==> src/rtl/layer_in_collect.sv <==
// rtl/layer_in_collect.sv - assembles LSB-first serial words into one wide vector with a hold/handshake stage.
// Optional sticky overflow flag for words dropped while holding: define COLLECT_OVF_EN.
module layer_in_collect #(
  parameter int no_words   = 30,
  parameter int data_width = 16
) (
  input  logic                           clk,
  input  logic                           rst,
  input  logic [data_width-1:0]          in,
  input  logic                           in_valid,
  output logic [no_words*data_width-1:0] out,
  output logic                           out_valid,
  input  logic                           out_ready,
  output logic [7:0]                     word_cnt
`ifdef COLLECT_OVF_EN
  ,
  output logic                           ovf
`endif
);

  typedef enum logic {
    COLLECT = 1'b0,
    HOLD    = 1'b1
  } state_t;

  localparam logic [7:0] LAST_SLOT = 8'(no_words - 1);

  state_t                         state_q, state_d;
  logic [7:0]                     cnt_q, cnt_d;
  logic [no_words*data_width-1:0] vec_q, vec_d;
  logic                           wr_en;
  logic [7:0]                     wr_slot;

  always_comb begin
    state_d = state_q;
    cnt_d   = cnt_q;
    wr_en   = 1'b0;
    wr_slot = cnt_q;
    case (state_q)
      COLLECT: begin
        if (in_valid) begin
          wr_en = 1'b1;
          if (cnt_q == LAST_SLOT) begin
            state_d = HOLD;
            cnt_d   = 8'd0;
          end else begin
            cnt_d = cnt_q + 8'd1;
          end
        end
      end
      HOLD: begin
        if (out_ready) begin
          state_d = COLLECT;
          // Zero-bubble: the word arriving with the handshake opens the next vector.
          if (in_valid) begin
            wr_en   = 1'b1;
            wr_slot = 8'd0;
            if (LAST_SLOT == 8'd0) begin
              state_d = HOLD;
              cnt_d   = 8'd0;
            end else begin
              cnt_d = 8'd1;
            end
          end
        end
      end
      default: state_d = COLLECT;
    endcase
  end

  always_comb begin
    vec_d = vec_q;
    for (int k = 0; k < no_words; k++) begin
      if (wr_en && (wr_slot == 8'(k))) begin
        vec_d[k*data_width +: data_width] = in;
      end
    end
  end

  always_ff @(posedge clk) begin
    if (rst) begin
      state_q <= COLLECT;
      cnt_q   <= 8'd0;
      vec_q   <= '0;
    end else begin
      state_q <= state_d;
      cnt_q   <= cnt_d;
      vec_q   <= vec_d;
    end
  end

  assign out       = vec_q;
  assign out_valid = (state_q == HOLD);
  assign word_cnt  = cnt_q;

`ifdef COLLECT_OVF_EN
  logic ovf_q, ovf_d;

  always_comb begin
    ovf_d = ovf_q;
    if ((state_q == HOLD) && in_valid && !out_ready) begin
      ovf_d = 1'b1;
    end
  end

  always_ff @(posedge clk) begin
    if (rst) begin
      ovf_q <= 1'b0;
    end else begin
      ovf_q <= ovf_d;
    end
  end

  assign ovf = ovf_q;
`endif

endmodule

==> config.mk <==
export PLATFORM = sky130hd
export DESIGN_NAME = layer_in_collect
export DESIGN_NICKNAME = d
export VERILOG_FILES = /design/src/rtl/layer_in_collect.sv
export SDC_FILE = /design/constraint.sdc
export NUM_CORES = 1
export LEC_CHECK = 0
export ABC_AREA = 0
export CORE_AREA = 2 2 196 198
export CTS_CLUSTER_DIAMETER = 30
export DETAILED_ROUTE_END_ITERATION = 10
export DIE_AREA = 0 0 198 200
export PLACE_DENSITY = 0.81
export SLEW_MARGIN = 20
export SYNTH_ARGS = -nofsm -noshare
export SYNTH_HDL_FRONTEND = slang
export SYNTH_SLANG_ARGS = --single-unit
==> constraint.sdc <==
create_clock -name clk -period 4.35 [get_ports clk]
set_input_delay 0.6525 -clock clk [delete_from_list [all_inputs] [get_ports clk]]
set_output_delay 0.6525 -clock clk [all_outputs]
set_load 0.01 [all_outputs]
==> results of run 1 <==
-- through the flow --
stage               cells  setup slack, ns  power [mW]  hold slack, ns
finish               2920             1.30        12.0           0.450
CTS                  2919             1.37        12.1           0.451
global route         2919             1.10        12.3           0.464
floorplan            1885             2.23        4.85           0.476
global placement     2750            0.952        5.03           0.439
detailed placement   2750            0.788        5.03           0.446
-- flip-flops by register name, indices dropped and copies added, names as in the netlist --
name	count
word_cnt	8
out	480
out_valid	1
-- cells in the final DEF, fill, tap and decap left out, drive strengths merged, types with 12 or more instances in the layout --
cell,count
nand3,12
o21ai,176
a21oi,132
nand3b,176
mux2i,177
buf,35
nor2,57
clkinv,22
nand4,20
nand2,259
nand2b,146
clkdlybuf4s50,507
dfxtp,489
clkbuf,121
-- metal layers --
metal | wire, um | vias to the layer above | track usage [%]
li1 | - | 7278 | -
met1 | 24300 | 7786 | 36.1
met2 | 30700 | 813 | 53.2
met3 | 6000 | 229 | 8.95
met4 | 4170 | 0 | 20.0
met5 | 0 | - | 0
-- kinds of logic (layout without fill, tap and decap cells) --
family	Yosys count	after routing	synth area share, %
compound gates	316	316	8.98
fa+ha+maj	2	2	0.138
mux	177	177	9.79
buf+inv	190	713	4.61
other cells	0	1	0
xor+xnor	4	4	0.194
flops	489	489	54.1
simple gates	707	707	22.2
-- report_power, final --
part           internal, mW  switching (mW)
clock network          4.64            2.41
logic                 0.151           0.272
registers              4.51          0.0189
-- worst max-delay path, stage by stage --
cell and delay [ns]:
sky130_fd_sc_hd__clkdlybuf4s50_1 0.72, sky130_fd_sc_hd__nor4b_4 0.87, sky130_fd_sc_hd__nand4_1 0.81, sky130_fd_sc_hd__nand2_1 0.30
sky130_fd_sc_hd__a21oi_1 0.10
-- how the worst max path moves through the flow --
stage	start	end	slack, ns	depth (start not counted)
detailed placement	in_valid	out[211]	0.79	5
global placement	in_valid	out[219]	0.95	5
finish	in_valid	out[214]	1.30	5
floorplan	in_valid	out[10]	2.23	7
global route	in_valid	out[214]	1.10	5
CTS	in_valid	out[214]	1.37	5
-- layout make-up --
class	count	area, sq um	area share (%)
multi-input cells	1206	7480	28.3
repair buffers	542	5360	20.3
inverters	2	7.51	0.0284
clock inverters	48	533	2.02
flip-flops and latches	489	9790	37.1
well taps	511	639	2.42
clock buffers	121	2600	9.86
diodes	1	2.50	0.00947
==> impl_metrics.tcl, run 1 <==
set metrics [dict create \
    yosys.area.top_type "sky130_fd_sc_hd__dfxtp_1" \
    worst_r2r_path_depth 4 \
    setup_violating_endpoint_count_in_the_final_report 0 \
    asyncSetResetFlopFracSynth_pct 0 \
    chipHeight_um 200 \
    timing.critical_path.from_type "input pin" \
    post_cts_hold_buffer_count 0 \
    drv_slew 0 \
    ys_seq_area_share_pct 54.1 \
    clock_skew_ns 0.0252 \
    tritoncts_clock_tree "done" \
    dr_total_vias 16106 \
    clock_latency_ns 0.62 \
    flow.area_growth_from_synthesis_pct 46.0 \
    detail-route-antenna-nets 0 \
    htree_num_levels 3 \
    synth-edff-count 0 \
    fin_area_sq_um 26400 \
    critical_path.reg2reg.endpoint "out[214]" \
    cts.repair.resized 0 \
    clock.fmax_mhz 328 \
    port_buffers 508 \
    rows 71 \
    synthesis.nets 1907 \
    report.final.hold_viol_count 0 \
    final_period_minus_worst_setup_slack_ns 3.05 \
    detailed_place.area_sq_um 23300 \
    synthesis.instances 1885 \
    firstDrtPassIters 5 \
    ys_seq_elements 489 \
    yosys.cell_count.top_type "sky130_fd_sc_hd__dfxtp_1" \
    slew-limit-headroom_pct 31.1 \
    worst_setup_path_end_kind "flip-flop" \
    critical_path.reg2reg.startpoint "word_cnt[7]" \
    place_hpwl_um 41500 \
    power.density_cell_area_nw_per_um2 455 \
    worst_hold_startpoint "out[231]" \
    grt_setup_unrepaired "no" \
    synth_common_cells "sky130_fd_sc_hd__dfxtp_1 (489), sky130_fd_sc_hd__nand2_1 (259), sky130_fd_sc_hd__mux2i_1 (177)" \
    globalRouteTotalUtil_pct 31.8 \
    mappedNetlistArea_sq_um 18100 \
    core-area_sq_um 37400 \
    die_footprint_sq_um 39600 \
    finish.net_count 2355 \
    cts_root_buffer "sky130_fd_sc_hd__clkbuf_16" \
    finalWirelength_um 65100 \
    detail_route.drc_violations 0 \
    cellLeakagePower_nw 10.2 \
    worstHoldEndpoint "out[231]" \
    die_x_um 198 \
    clkSinkCount 489 \
    synth.lib_cells_used.distinct 48 \
    status "complete, no violations" \
    grt_start_max_net_pins 188 \
    netlist_top_cells_area "sky130_fd_sc_hd__dfxtp_1 (54%), sky130_fd_sc_hd__mux2i_1 (9.8%), sky130_fd_sc_hd__nand3b_1 (7.3%)" \
    gp_congestion 0.868 \
    hold-path-cell-count 2 \
    antenna_found_initial 2 \
    first_iter_violations 970 \
    min_period_over_period_pct 70.0 \
    min_delay_path_class "reg -> reg" \
    yosys.area.top_type_share_pct 54.1 \
    critical_path_required_ns 4.78 \
    layout_cells_sized_above_1_pct 8.89 \
    rrSetupSlack_ns 1.67 \
    number_of_buffers_created_by_cts 92 \
    path_clk_slew_ns 0.05 \
    synth_top_flop_cell "sky130_fd_sc_hd__dfxtp_1" \
    worst-setup-path-type "in -> reg" \
    grt_overflow_total 0 \
    postCtsSetupBuffers 0 \
    finalSetupTns_ns 0 \
    ir_worst_vdd_uv 331 \
    clk_path_buf_depth 3 \
    routed_wire_per_std_cell_um 22.3 \
    via_count_of_the_first_global_routing_pass 15896 \
    post_drt_via_cell_ratio 5.52 \
    nFillCells 2642 \
    post_synth.cell_area_avg_sq_um 9.60 \
    floorplan.initialDensity_pct 48.4 \
    final_core_util_pct 70.6 \
    tightest_slew_ns 1.03 \
    timing.critical_path.fanout_max 19 \
    worst_ep_arrival_time_ns 3.48 \
    num_io_pins 509 \
    grt_first_pass_wirelength_um 95400 \
    ys.warnings.count 0 \
    drv_cap 0 \
]
No activity file was read; power rests on OpenSTA's default activity.
==> run 2: changes to the inputs <==
- CORE_AREA: 2 2 196 198 -> default
- CORE_MARGIN: default -> 2
- CORE_UTILIZATION: default -> 48
- DIE_AREA: 0 0 198 200 -> default
- PLACE_DENSITY: 0.81 -> 0.8
- clock period: 4.35 -> 3.1 ns (I/O delays scaled with it)
==> impl_metrics.tcl, run 2 (synthesized netlist as in run 1, its figures left out) <==
set metrics [dict create \
    antenna_found_initial 0 \
    cpLargestDelayFamily "flip-flops" \
    layout_common_cells "sky130_fd_sc_hd__clkdlybuf4s50_1 (507), sky130_fd_sc_hd__dfxtp_1 (489), sky130_fd_sc_hd__nand2_1 (259)" \
    path_clk_slew_ns 0.05 \
    num_io_pins 509 \
    worst_r2r_path_depth 4 \
    rrSetupSlack_ns 0.73 \
    fin_area_sq_um 27100 \
    clkSinkCount 489 \
    cp_num_buf_inv 1 \
    finalWirelength_um 65500 \
    min_delay_path_class "in -> reg" \
    clk_path_buf_depth 3 \
    multi_input_comb_area_sq_um 7470 \
    die_footprint_sq_um 39300 \
    die_x_um 198 \
    cts_root_buffer "sky130_fd_sc_hd__clkbuf_16" \
    critical_path.reg2reg.endpoint "out[375]" \
    cpPeakStageDelay_ns 0.70 \
    cts.repair.resized 0 \
    min_period_over_period_pct 79.6 \
    report.final.hold_viol_count 0 \
    clock_latency_ns 0.62 \
    grt_overflow_total 0 \
    timing.critical_path.fanout_max 15 \
    flow.area_growth_from_synthesis_pct 49.6 \
    grt_first_pass_wirelength_um 96000 \
    grt_setup_unrepaired "no" \
    place_hpwl_um 41300 \
    postCtsSetupBuffers 0 \
    worstHoldEndpoint "out[16]" \
    power_mw 18.2 \
    max_ffs_per_register 480 \
    worst_setup_path_end_kind "output port" \
    power.density_cell_area_nw_per_um2 671 \
    layout_cells_sized_above_1_pct 10.2 \
    clock.fmax_mhz 405 \
    timing.critical_path.from_type "flip-flop" \
    crit_slowest_cell "sky130_fd_sc_hd__dfxtp_1" \
    nFillCells 2546 \
    drv_cap 0 \
    worst_hold_startpoint "rst" \
    final_common_cell "sky130_fd_sc_hd__clkdlybuf4s50_1" \
    firstDrtPassIters 5 \
    dr_total_vias 16154 \
    tritoncts_clock_tree "done" \
    detail-route-antenna-nets 0 \
    critical_path_required_ns 2.63 \
    routed_wire_per_std_cell_um 22.2 \
    grt_start_max_net_pins 230 \
    status "complete, no violations" \
    critical_path.reg2reg.startpoint "word_cnt[2]" \
    htree_num_levels 3 \
    hold-path-cell-count 2 \
    globalRouteTotalUtil_pct 32.3 \
    finalSetupTns_ns 0 \
    antenna_cells_inserted 0 \
    path_cells "clkdlybuf4s50_1" \
    port_buffers 508 \
    post_cts_hold_buffer_count 0 \
    clock_skew_ns 0.0342 \
    tightest_slew_ns 0.823 \
    via_count_of_the_first_global_routing_pass 15722 \
    slew-limit-headroom_pct 45.1 \
    cellLeakagePower_nw 10.5 \
    setup_violating_endpoint_count_in_the_final_report 0 \
    gp_congestion 0.862 \
    chipHeight_um 198 \
    detailed_place.area_sq_um 23500 \
    regArea_sq_um 9790 \
    final_period_minus_worst_setup_slack_ns 2.47 \
    worst_ep_arrival_time_ns 2.00 \
    detail_route.drc_violations 0 \
    number_of_buffers_created_by_cts 95 \
    first_iter_violations 1059 \
    drv_slew 0 \
    floorplan.initialDensity_pct 48.4 \
    rows 71 \
    worst-setup-path-type "reg -> out" \
    ir_worst_vdd_uv 530 \
    core-area_sq_um 37400 \
    post_drt_via_cell_ratio 5.46 \
    finish.net_count 2388 \
]
-- run 2: power breakdown --
part | internal, mW | switching (mW) | total (mW)
clock network | 7.60 | 3.57 | 11.2
logic | 0.235 | 0.387 | 0.621
registers | 6.33 | 0.0278 | 6.36
total | 14.2 | 3.99 | 18.2
-- run 2: area by class of cell --
class                   count  area share, %
multi-input cells        1206           27.6
flip-flops and latches    489           36.2
well taps                 511           2.36
clock inverters            62           3.60
repair buffers            572           20.8
clock buffers             114           9.45
inverters                   2         0.0277
-- run 2: how the worst max path moves through the flow --
stage                start     endpoint  slack (ns)  cells past startpoint
5_1_grt        word_cnt[2]  word_cnt[2]        0.58                      1
3_5_place_dp      in_valid     out[344]        0.46                      6
3_3_place_gp      in_valid      out[93]        0.56                      6
6_report       word_cnt[2]  word_cnt[2]        0.63                      1
4_1_cts        word_cnt[2]  word_cnt[2]        0.67                      1
2_1_floorplan     in_valid      out[10]        1.17                      7
-- run 2: metrics by stage --
stage / cells / setup WS, ns / hold slack (ns) / util (%)
finish: 2956 / 0.632 / 0.308 / 72.4
global route: 2956 / 0.577 / 0.315 / 72.4
CTS: 2956 / 0.668 / 0.261 / 72.4
detailed placement: 2780 / 0.460 / 0.442 / 62.9
global placement: 2780 / 0.557 / 0.436 / 62.9
floorplan: 1885 / 1.17 / 0.476 / -
-- run 2: routing by layer --
metal / GRT usage [%] / vias to the layer above / share of wire (%)
met4: 20.6 / 0 / 6.2
met3: 9.62 / 203 / 8.7
li1: - / 7344 / -
met5: 0 / - / 0
met1: 37.2 / 7804 / 38
met2: 52.3 / 803 / 47
==> run 3: changes to the inputs <==
- CORE_UTILIZATION: 48 -> 43
- PLACE_DENSITY: 0.8 -> 0.76
- clock period: 3.1 -> 2.2 ns (I/O delays scaled with it)
==> impl_metrics.tcl, run 3 (synthesized netlist as in run 1, its figures left out) <==
set metrics [dict create \
    status "complete, no violations" \
    power.share.clock_pct 60.9 \
    cp-startpoint "word_cnt[7]" \
    flow.area_growth_from_synthesis_pct 52.6 \
    via_count_of_the_first_global_routing_pass 16231 \
    p_int_mw 19.7 \
    num_io_pins 509 \
    firstDrtPassIters 5 \
    first_iter_violations 1212 \
    nFillCells 3116 \
    timing.critical_path.fanout_max 7 \
    drv_cap 0 \
    core-area_sq_um 41800 \
    slew-limit-headroom_pct 61.0 \
    chipHeight_um 209 \
    setup_violating_endpoint_count_in_the_final_report 0 \
    grt_first_pass_wirelength_um 97300 \
    drv_slew 0 \
    p_comb_share_pct 3.6 \
    floorplan.initialDensity_pct 43.3 \
    finalSetupTns_ns 0 \
    place_hpwl_um 42600 \
    p_sw_mw 5.56 \
    tritoncts_clock_tree "done" \
    dp_cells 2843 \
    grt_overflow_total 0 \
    globalRouteTotalUtil_pct 29.0 \
    tightest_slew_ns 0.576 \
    cellLeakagePower_nw 10.8 \
    worst-setup-path-type "reg -> out" \
    critical_path.reg2reg.startpoint "word_cnt[0]" \
    layout_common_cells "sky130_fd_sc_hd__clkdlybuf4s50_1 (506), sky130_fd_sc_hd__dfxtp_1 (483), sky130_fd_sc_hd__nand2_1 (259)" \
    routed_wire_per_std_cell_um 21.6 \
    critical_path_required_ns 1.87 \
    die_x_um 209 \
    clkSinkCount 489 \
    grt_setup_unrepaired "no" \
    layout_cells_sized_above_1_pct 11.8 \
    final_instance_count_excl_fillers 3021 \
    path_cells "clkdlybuf4s50_1" \
    crit_slowest_cell "sky130_fd_sc_hd__clkdlybuf4s50_1" \
    final_period_minus_worst_setup_slack_ns 2.09 \
    post_drt_via_cell_ratio 5.34 \
    dr_total_vias 16123 \
    grt_start_max_net_pins 123 \
    power.density_cell_area_nw_per_um2 913 \
    clock_skew_ns 0.0271 \
    min_period_over_period_pct 94.8 \
    report.final.hold_viol_count 0 \
    clock.fmax_mhz 479 \
    clk_path_buf_depth 3 \
    post_cts_hold_buffer_count 0 \
    detail_route.drc_violations 0 \
    ir_worst_vdd_uv 749 \
    path_clk_slew_ns 0.05 \
    met3_wirelength_um 5420 \
    finish.net_count 2422 \
    final_common_cell "sky130_fd_sc_hd__clkdlybuf4s50_1" \
    detail-route-antenna-nets 0 \
    max_ffs_per_register 480 \
    worst_hold_startpoint "rst" \
    gp_congestion 0.863 \
    port_buffers 508 \
    finalWirelength_um 65200 \
    timing.critical_path.from_type "flip-flop" \
    rows 75 \
    sw_frac_of_total_pct 22.0 \
    met1Wirelength_um 25300 \
    seq_power_share_pct 35.5 \
    cpPeakStageDelay_ns 0.65 \
    top_signal_layer_used "met4" \
    route.met2.wl_um 31200 \
    cts_root_buffer "sky130_fd_sc_hd__clkbuf_16" \
    whs_ns 0.0997 \
    number_of_buffers_created_by_cts 94 \
    die_footprint_sq_um 43700 \
    worst_ep_arrival_time_ns 1.76 \
    antenna_found_initial 2 \
    min_delay_path_class "in -> reg" \
    clock_latency_ns 0.61 \
    htree_num_levels 3 \
    cpLargestDelayFamily "buffers and inverters" \
    cp_num_buf_inv 1 \
    worst_setup_path_end_kind "output port" \
]
run 3: per-stage QoR:
stage	power, mW	utilization, %	worst slack (ns)	instance area, sq um
2_1_floorplan	9.59	-	0.345	18100
3_3_place_gp	10.0	57.8	0.123	24200
3_5_place_dp	10.0	57.8	0.0632	24200
4_1_cts	25.4	66.1	0.0245	27600
5_1_grt	25.9	66.1	0.0437	27600
6_report	25.2	66.1	0.114	27600
run 3: worst paths after layout:
kind | end | slack, ns | cells after the start
worst min register to register | out[391] | 0.45 | 2
worst max register to register | out[241] | 0.36 | 5
worst min-delay path | out[17] | 0.1 | 2
worst max-delay path | word_cnt[7] | 0.11 | 1
run 3: timing repair:
| item | CTS | global route |
|---|---|---|
| gates cloned | 0 | 0 |
| gates resized for setup | 6 | 1 |
| setup endpoints to repair | 6 | 1 |
| endpoints found under the hold margin | 0 | 0 |
| setup buffers | 0 | 0 |
run 3: area by class of cell:
| cell class | count | area (sq um) | share of cell area, % |
|---|---|---|---|
| sequential | 489 | 9800 | 35.5 |
| multi-input combinational | 1206 | 7470 | 27.1 |
| inverter | 2 | 7.51 | 0.0272 |
| timing repair buffer | 607 | 6210 | 22.5 |
| clock inverter | 62 | 851 | 3.08 |
| tap | 539 | 674 | 2.44 |
| antenna | 2 | 5.00 | 0.0181 |
| clock buffer | 114 | 2600 | 9.42 |
run 3: power groups by stage:
stage / logic [mW] / registers [mW] / clock network [mW]
6_report: 0.902 / 8.96 / 15.4
5_1_grt: 0.947 / 8.96 / 16.0
4_1_cts: 0.898 / 8.96 / 15.5
3_5_place_dp: 0.890 / 9.13 / 0
3_3_place_gp: 0.884 / 9.13 / 0
2_1_floorplan: 0.444 / 9.15 / 0
run 3: routing by layer:
metal / vias to the layer above / global-route usage, %
li1: 7431 / -
met1: 7793 / 33.3
met2: 725 / 48.4
met3: 174 / 8.70
met4: 0 / 15.9
met5: - / 0
run 3: worst reg2reg max path: stages, from the launching register on:
cell,delay (ns)
sky130_fd_sc_hd__dfxtp_2,0.48
sky130_fd_sc_hd__nor4bb_1,0.51
sky130_fd_sc_hd__nand4_1,0.25
sky130_fd_sc_hd__buf_12,0.23
sky130_fd_sc_hd__nand3b_1,0.13
sky130_fd_sc_hd__o21ai_0,0.10
